$ cat config.mk
export PLATFORM = sky130hd
export DESIGN_NAME = i2s_tx
export DESIGN_NICKNAME = d
export VERILOG_FILES = /design/src/rtl/i2s_tx.sv
export SDC_FILE = /design/constraint.sdc
export NUM_CORES = 1
export LEC_CHECK = 0
export CAP_MARGIN = 20
export CELL_PAD_IN_SITES_DETAIL_PLACEMENT = 1
export CELL_PAD_IN_SITES_GLOBAL_PLACEMENT = 2
export CORE_MARGIN = 2
export CORE_UTILIZATION = 34
export CTS_CLUSTER_DIAMETER = 150
export DETAILED_ROUTE_END_ITERATION = 8
export GPL_ROUTABILITY_DRIVEN = 0
export GPL_TIMING_DRIVEN = 0
export PLACE_DENSITY = 0.75
export SETUP_SLACK_MARGIN = 0.5
export SLEW_MARGIN = 5
export SYNTH_ARGS = -nofsm -noshare
export SYNTH_HDL_FRONTEND = slang
export SYNTH_SLANG_ARGS = --single-unit
$ cat constraint.sdc
create_clock -name clk -period 2.5 [get_ports clk]
set_input_delay 0.375 -clock clk [delete_from_list [all_inputs] [get_ports clk]]
set_output_delay 0.375 -clock clk [all_outputs]
set_load 0.02 [all_outputs]
$ cat src/rtl/i2s_tx.sv
// I2S transmitter: mono PCM sample duplicated onto left and right channels of a 64-slot frame.
// One-deep holding buffer in front of the frame shift source; underrun flags an empty buffer.
module i2s_tx #(
   parameter int unsigned WD       = 24,
   parameter int unsigned BCLK_DIV = 4
) (
   input  logic          clk,
   input  logic          reset_n,
   input  logic          en,
   input  logic [WD-1:0] s_data,
   input  logic          s_valid,
   output logic          s_ready,
   output logic          bclk,
   output logic          lrck,
   output logic          sdata,
   output logic          underrun,
   output logic          busy
);

   localparam int unsigned DivW = $clog2(BCLK_DIV);
   localparam logic [DivW-1:0] DivMax = DivW'(BCLK_DIV - 1);

   typedef enum logic [1:0] {StIdle, StRun, StDrain} state_e;

   state_e          state_q, state_d;
   logic [DivW-1:0] div_cnt_q, div_cnt_d;
   logic            bclk_q, bclk_d;
   logic [5:0]      bit_cnt_q, bit_cnt_d;
   logic            lrck_q, lrck_d;
   logic            sdata_q, sdata_d;
   logic [WD-1:0]   frame_q, frame_d;
   logic [WD-1:0]   buffer_q, buffer_d;
   logic            buf_full_q, buf_full_d;
   logic            s_ready_q;
   logic            underrun_q, underrun_d;
   logic            tick, fall, wrap;

   always_comb begin
      state_d    = state_q;
      div_cnt_d  = div_cnt_q;
      bclk_d     = bclk_q;
      bit_cnt_d  = bit_cnt_q;
      lrck_d     = lrck_q;
      sdata_d    = sdata_q;
      frame_d    = frame_q;
      buffer_d   = buffer_q;
      buf_full_d = buf_full_q;
      underrun_d = 1'b0;

      tick = (state_q != StIdle) && (div_cnt_q == DivMax);
      fall = tick && bclk_q;
      wrap = fall && (bit_cnt_q == 6'd63);

      case (state_q)
         StIdle:  if (en) state_d = StRun;
         StRun:   if (!en) state_d = StDrain;
         StDrain: begin
            if (en) begin
               state_d = StRun;
            end else if (wrap) begin
               state_d = StIdle;
            end
         end
         default: state_d = StIdle;
      endcase

      if (state_q != StIdle) begin
         if (tick) begin
            div_cnt_d = '0;
            bclk_d    = ~bclk_q;
         end else begin
            div_cnt_d = div_cnt_q + 1'b1;
         end
         if (fall) begin
            bit_cnt_d = bit_cnt_q + 6'd1;
            lrck_d    = bit_cnt_d[5];
            // Slot 0 of each channel stays low: the one-bit I2S delay before the MSB.
            sdata_d   = 1'b0;
            for (int unsigned i = 1; i <= WD && i < 32; i++) begin
               if (bit_cnt_d[4:0] == 5'(i)) sdata_d = frame_q[WD-i];
            end
         end
         // Frames load only when the FSM keeps running past the wrap.
         if (wrap && (state_d != StIdle)) begin
            if (buf_full_q) begin
               frame_d    = buffer_q;
               buf_full_d = 1'b0;
            end else begin
               frame_d    = '0;
               underrun_d = 1'b1;
            end
         end
      end

      if (state_d == StIdle) begin
         div_cnt_d = '0;
         bclk_d    = 1'b0;
         lrck_d    = 1'b0;
         sdata_d   = 1'b0;
         bit_cnt_d = 6'd63;
      end

      // A sample arriving on an empty-buffer load edge is kept for the next frame.
      if (s_valid && s_ready_q) begin
         buffer_d   = s_data;
         buf_full_d = 1'b1;
      end
   end

   always_ff @(posedge clk) begin
      if (!reset_n) begin
         state_q    <= StIdle;
         div_cnt_q  <= '0;
         bclk_q     <= 1'b0;
         bit_cnt_q  <= 6'd63;
         lrck_q     <= 1'b0;
         sdata_q    <= 1'b0;
         frame_q    <= '0;
         buffer_q   <= '0;
         buf_full_q <= 1'b0;
         s_ready_q  <= 1'b0;
         underrun_q <= 1'b0;
      end else begin
         state_q    <= state_d;
         div_cnt_q  <= div_cnt_d;
         bclk_q     <= bclk_d;
         bit_cnt_q  <= bit_cnt_d;
         lrck_q     <= lrck_d;
         sdata_q    <= sdata_d;
         frame_q    <= frame_d;
         buffer_q   <= buffer_d;
         buf_full_q <= buf_full_d;
         s_ready_q  <= ~buf_full_d;
         underrun_q <= underrun_d;
      end
   end

   assign s_ready  = s_ready_q;
   assign bclk     = bclk_q;
   assign lrck     = lrck_q;
   assign sdata    = sdata_q;
   assign underrun = underrun_q;
   assign busy     = (state_q != StIdle);

endmodule

==> flow_summary.yaml, run 1 <==
status:
  status: "completed"
die:
  io-pin-count: 34
  core_area_mm2: 0.00872
  dieArea_mm2: 0.00975
  die_h_um: 98.7
  initial_core_util: 0.350
  rows: 34
  dieWidth_um: 98.7
synth:
  synth_fp_nets: 390
  ys_ff_latch: 64
  syn_avg_cell_area_um2: 8.57
  synth_top_area_share: 0.420
  ys_seq_area_frac: 0.420
  ys_async_sr_fraction: 0
  synthesis.area_mm2: 0.00305
  synth_top_area_cell: "dfxtp_1"
  synth-edff-count: 0
  syn_inst: 356
  ys.flop_type: "dfxtp_1"
  synth.distinct_cells: 53
  synth-warning-count: 0
  ys_top_cells_by_area: "dfxtp_1 (42%), nand2_1 (8.9%), a21boi_0 (6.6%), a22o_1 (6.6%), ha_1 (2.5%)"
drt:
  drtAntennaViolNets: 0
  post-route-drc-count: 0
  met3_length_um: 255
  via_per_inst: 5.16
  wl_um: 8410
  drtPass1Iterations: 4
  vias: 2728
  drt-met1-wl_um: 3910
  routed-wl-met2_um: 4030
  routedWlPerCell_um: 15.9
  drtIter0Drc: 82
  topRoutingLayerUsed: "met4"
clocking:
  htree_levels: 3
  cts_tree: "done"
  clk-insertion-delay-late_ns: 0.34
  cts_num_sinks: 64
  clock_path_buffers: 2
  holdBufCountCts: 0
  cts_root_buf: "clkbuf_8"
  clk_pin_slew_ns: 0.07
  cts_buffers: 9
timing:
  period_needed_ns: 2.17
  timing.final.crit_share: 0.866
  fmax_mhz: 462
  final.setup.tns_ns: 0
  holdWs_ns: 0.463
  hold_viol: 0
  setup_viol: 0
  tightest_slew_ns: 0.570
  slew_viol_final: 0
  grt_setup_unrepaired: "true"
  slew_headroom: 0.616
  fin_skew_ns: 0.00907
pwr:
  ir_drop_uv: 265
  p_leak_nw: 1.58
  p_per_area_mw_per_mm2: 521
worst_setup_path:
  max_stage_delay_ns: 0.41
  critical_path_required_ns: 2.75
  start_kind: "flop"
  critical_path_class: "flop to flop"
  crit_arrival_ns: 2.41
  end_kind: "flop"
  worst-path-max-fanout: 7
  crit_chain: "and2_4 -> buf_8 -> xnor2_4 -> o31a_1 -> o32a_1 -> o21ai_1 -> o311a_1 -> o41ai_2"
  ff2ff_setup_slack_ns: 0.33
  crit_slowest_cell: "o311a_1"
finish:
  area_growth_pct: 36.0
  regArea_mm2: 0.00130
  nets: 452
  mostFrequentLayoutCells: "nand2_1 (72), dfxtp_1 (57), clkdlybuf4s50_1 (33)"
  antenna_cells: 0
  final_common_cell: "nand2_1"
  multi_input_area_mm2: 0.00173
  drive_above_1_share: 0.209
  n_fill_cell: 1022
grt:
  grt-ovfl-total: 0
  grt_max_degree: 11
  grt_pass1_vias: 2812
  grt_pass1_wl_um: 13500
  antenna_found_initial: 0
  grtUsageTotal: 0.172
flow_run:
  max_cap_violations: 0
hold_path:
  hp-class: "flop to flop"
placement:
  portBuffers: 33
  place_hpwl_um: 5930
[flip-flops by register name (all words and copies together), names as in the netlist]
register / count
bit_cnt_q: 6
frame_q: 24
lrck: 1
div_cnt_q: 2
buffer_q: 24
s_ready: 1
state_q: 2
sdata: 1
bclk: 1
buf_full_q: 1
underrun: 1
[path summary, 6_finish.rpt]
check | from | end | cells past startpoint
max | bit_cnt_q[0]$_SDFFE_PP1P_ | sdata$_SDFFE_PP0P_ | 8
min | buffer_q[4]$_SDFFE_PN0P_ | buffer_q[4]$_SDFFE_PN0P_ | 2
max reg2reg | bit_cnt_q[0]$_SDFFE_PP1P_ | sdata$_SDFFE_PP0P_ | 8
min reg2reg | buffer_q[4]$_SDFFE_PN0P_ | buffer_q[4]$_SDFFE_PN0P_ | 2
[synth_stat cells, types with 5 or more instances]
cell	number
nand2_1	72
dfxtp_1	64
a21boi_0	27
a22o_1	23
nor2_1	15
a21oi_1	14
clkbuf_1	13
nand3_1	10
buf_2	9
inv_1	9
ha_1	6
nand2b_1	6
nor3_1	6
o22ai_1	6
xnor2_1	6
and3_1	5
nor2b_1	5
[per-layer routing]
metal,up-vias,GRT usage
li1,1375,-
met1,1293,0.222
met2,46,0.274
met3,14,0.0383
met4,0,0.0769
met5,-,0
[layout make-up]
type	count	area share
plain buffers	28	0.0558
clock buffers	11	0.0341
clock inverters	3	0.0163
inverters	11	0.0118
multi-input cells	253	0.416
flip-flops and latches	64	0.313
well taps	108	0.0325
repair buffers	51	0.121
[critical path: cells and delay by family, from the launching register on]
family          cells  cell delay [ns]
compound gates      5             1.22
xor+xnor            1             0.18
buf+inv             1             0.13
flops               1             0.38
simple gates        1             0.17
[per-stage QoR]
stage	setup WS [ns]	cells	util	power [W]	cell area [µm²]
5_1_grt	0.266	529	0.476	0.00225	4150
3_5_place_dp	0.130	497	0.404	0.00122	3520
2_1_floorplan	0.520	356	-	0.00114	3060
6_report	0.334	529	0.476	0.00216	4150
4_1_cts	0.447	518	0.449	0.00220	3920
3_3_place_gp	0.148	497	0.404	0.00121	3520
[report_power, final]
group          switching (W)  internal, W  leakage [nW]  total (W)
clock network       0.000391     0.000578         0.101   0.000969
registers          0.0000154      0.00104         0.520    0.00106
logic              0.0000641    0.0000725         0.959   0.000137
total               0.000471      0.00169          1.58    0.00216
[kinds of logic after synthesis]
logic type,Yosys count,synth area share
flops,64,0.420
fa+ha+maj,6,0.0246
buf+inv,39,0.0640
xor+xnor,11,0.0340
compound gates,105,0.262
simple gates,131,0.196
[repair_timing]
action	in CTS	in global routing
gates resized for setup	37	30
setup buffers	7	9
pin swaps	8	14
endpoints found under the setup margin	30	22
cloned	0	2
(Power assumes the default switching activity.)
==> run 2: changes to the inputs <==
- CAP_MARGIN: 20 -> unset
- SETUP_SLACK_MARGIN: 0.5 -> unset
==> run 2 against run 1 <==
- non-clock buffer count shrank 21
- worst hold slack gained 0.0014 ns
- register-to-register slack lost 0.12 ns
- sequential share of layout area grew 3.4 points
- clock power shrank 15%
- critical path type unchanged
- largest cell class unchanged
==> flow_summary.yaml, run 2 (same netlist as run 1, synthesis figures left out) <==
grt:
  grt_pass1_wl_um: 13100
  grt-ovfl-total: 0
  grt_pass1_vias: 2652
  grt_max_degree: 12
  antenna_found_initial: 0
  grtUsageTotal: 0.166
worst_setup_path:
  max_stage_delay_ns: 0.43
  crit_arrival_ns: 2.53
  ff2ff_setup_slack_ns: 0.21
  crit_chain: "ha_1 -> buf_4 -> clkbuf_4 -> o21a_1 -> o22ai_1 -> a21oi_1 -> o21ai_1 -> o311a_1 -> o41ai_2"
  crit_slowest_cell: "dfxtp_2"
  worst-path-max-fanout: 10
  critical_path_required_ns: 2.75
  r2r-start: "bit_cnt_q[0]$_SDFFE_PP1P_"
  crit_family: "compound AO/OA/AOI/OAI gates"
  reg2reg_to: "sdata$_SDFFE_PP0P_"
  end_kind: "flop"
  critical_path_class: "flop to flop"
  worst-path-buf-inv: 2
  start_kind: "flop"
  reg2regPathDepth: 9
drt:
  via_per_inst: 5.07
  drtAntennaViolNets: 0
  routedWlPerCell_um: 15.0
  routed-wl-met2_um: 3450
  met3_length_um: 200
  drtIter0Drc: 72
  drtPass1Iterations: 4
  vias: 2588
  drt-met1-wl_um: 3900
  wl_um: 7630
  post-route-drc-count: 0
  topRoutingLayerUsed: "met4"
placement:
  dp_cells: 497
  dp_slack_ns: -0.185
  place_hpwl_um: 5950
  portBuffers: 33
  dpl_cell_area_mm2: 0.00352
finish:
  final_cells: 510
  drive_above_1_share: 0.102
  nets: 431
  design_area_mm2: 0.00370
  largest_registers: "buffer_q (24), frame_q (24), bit_cnt_q (6)"
  final_common_cell: "nand2_1"
  n_fill_cell: 1047
  mostFrequentLayoutCells: "nand2_1 (72), dfxtp_1 (62), clkdlybuf4s50_1 (33)"
  area_growth_pct: 21.2
  antenna_cells: 0
clocking:
  clk_pin_slew_ns: 0.07
  post_cts_buffers: 0
  clk-insertion-delay-late_ns: 0.33
  htree_levels: 3
  cts_root_buf: "clkbuf_8"
  cts_num_sinks: 64
  cts_buffers: 9
  cts_tree: "done"
  holdBufCountCts: 0
  clock_path_buffers: 2
hold_path:
  hp-class: "flop to flop"
  hold_path_end: "frame_q[9]$_SDFFE_PN0P_"
  hp-start: "buffer_q[9]$_SDFFE_PN0P_"
  hold_depth: 1
timing:
  slew_headroom: 0.601
  period_needed_ns: 2.29
  fin_skew_ns: 0.0118
  slew_viol_final: 0
  setup_viol: 0
  tightest_slew_ns: 0.597
  setup_ws_ns: 0.211
  timing.final.crit_share: 0.916
  hold_viol: 0
  grt_setup_unrepaired: "false"
  fmax_mhz: 437
die:
  dieArea_mm2: 0.00975
  dieWidth_um: 98.7
  initial_core_util: 0.350
  io-pin-count: 34
  die_h_um: 98.7
  core_area_mm2: 0.00872
  rows: 34
pwr:
  p_per_area_mw_per_mm2: 545
  ir_drop_uv: 271
  p_leak_nw: 1.41
status:
  status: "completed"
flow_run:
  max_cap_violations: 0
-- run 2: cell count changes in the layout (fill, tap and decap cells not counted), sizes merged --
cell    before  now
bufinv       2    0
buf         35   14
clkinv       0    1
clkbuf      22   25
-- run 2: through the flow --
| step | hold slack, ns | total power, W | setup TNS [ns] | util |
|---|---|---|---|---|
| after floorplan | 0.422 | 0.00114 | 0 | - |
| after global placement | 0.447 | 0.00121 | -0.218 | 0.403 |
| after detailed placement | 0.453 | 0.00122 | -0.185 | 0.403 |
| after CTS | 0.469 | 0.00205 | 0 | 0.425 |
| after global routing | 0.482 | 0.00212 | 0 | 0.424 |
| final | 0.464 | 0.00202 | 0 | 0.424 |
-- run 2: worst max-delay path by stage --
stage,start,to,slack [ns],depth (start not counted)
floorplan,bit_cnt_q[0]$_SDFFE_PP1P_,sdata$_SDFFE_PP0P_,0.34,9
global placement,bit_cnt_q[0]$_SDFFE_PP1P_,sdata$_SDFFE_PP0P_,-0.22,9
detailed placement,bit_cnt_q[0]$_SDFFE_PP1P_,sdata$_SDFFE_PP0P_,-0.19,9
CTS,bit_cnt_q[0]$_SDFFE_PP1P_,sdata$_SDFFE_PP0P_,0.1,10
global route,div_cnt_q[0]$_SDFFE_PP0N_,frame_q[6]$_SDFFE_PN0P_,0.01,9
finish,bit_cnt_q[0]$_SDFFE_PP1P_,sdata$_SDFFE_PP0P_,0.21,9
-- run 2: worst reg2reg max path: stages (launching register included) --
cell      delay (ns)
dfxtp_2         0.43
ha_1            0.23
buf_4           0.20
clkbuf_4        0.23
o21a_1          0.12
o22ai_1         0.07
a21oi_1         0.18
o21ai_1         0.09
o311a_1         0.39
o41ai_2         0.27
-- run 2: timing repair --
| item | 4_1_cts | 5_1_grt |
|---|---|---|
| setup endpoints to repair | 1 | 1 |
| gates resized for setup | 3 | 4 |
| gates cloned | 0 | 0 |
-- run 2: layout make-up --
class | instances | area (µm²) | area share
Buffer | 25 | 146 | 0.0396
Clock buffer | 14 | 173 | 0.0467
Clock inverter | 2 | 12.5 | 0.00338
Inverter | 11 | 41.3 | 0.0112
Multi-Input combinational cell | 253 | 1580 | 0.426
Sequential cell | 64 | 1280 | 0.347
Tap cell | 108 | 135 | 0.0365
Timing Repair Buffer | 33 | 330 | 0.0893
-- run 2: where the power goes --
part / switching, W / internal (W) / leakage [nW] / total, W
Sequential: 0.0000146 / 0.00104 / 0.518 / 0.00106
Clock: 0.000385 / 0.000441 / 0.0927 / 0.000826
Combinational: 0.0000632 / 0.0000703 / 0.801 / 0.000133
-- run 2: metal layers --
layer,global-route usage,vias to the layer above
met5,0,-
met4,0.0516,0
met3,0.0397,6
met2,0.262,24
met1,0.226,1229
li1,-,1329
==> run 3: changes to the inputs <==
- SLEW_MARGIN: 5 -> 20
- TNS_END_PERCENT: unset -> 30
==> results of run 3 <==
Final layout, timing and power as in run 2 (identical DEF).
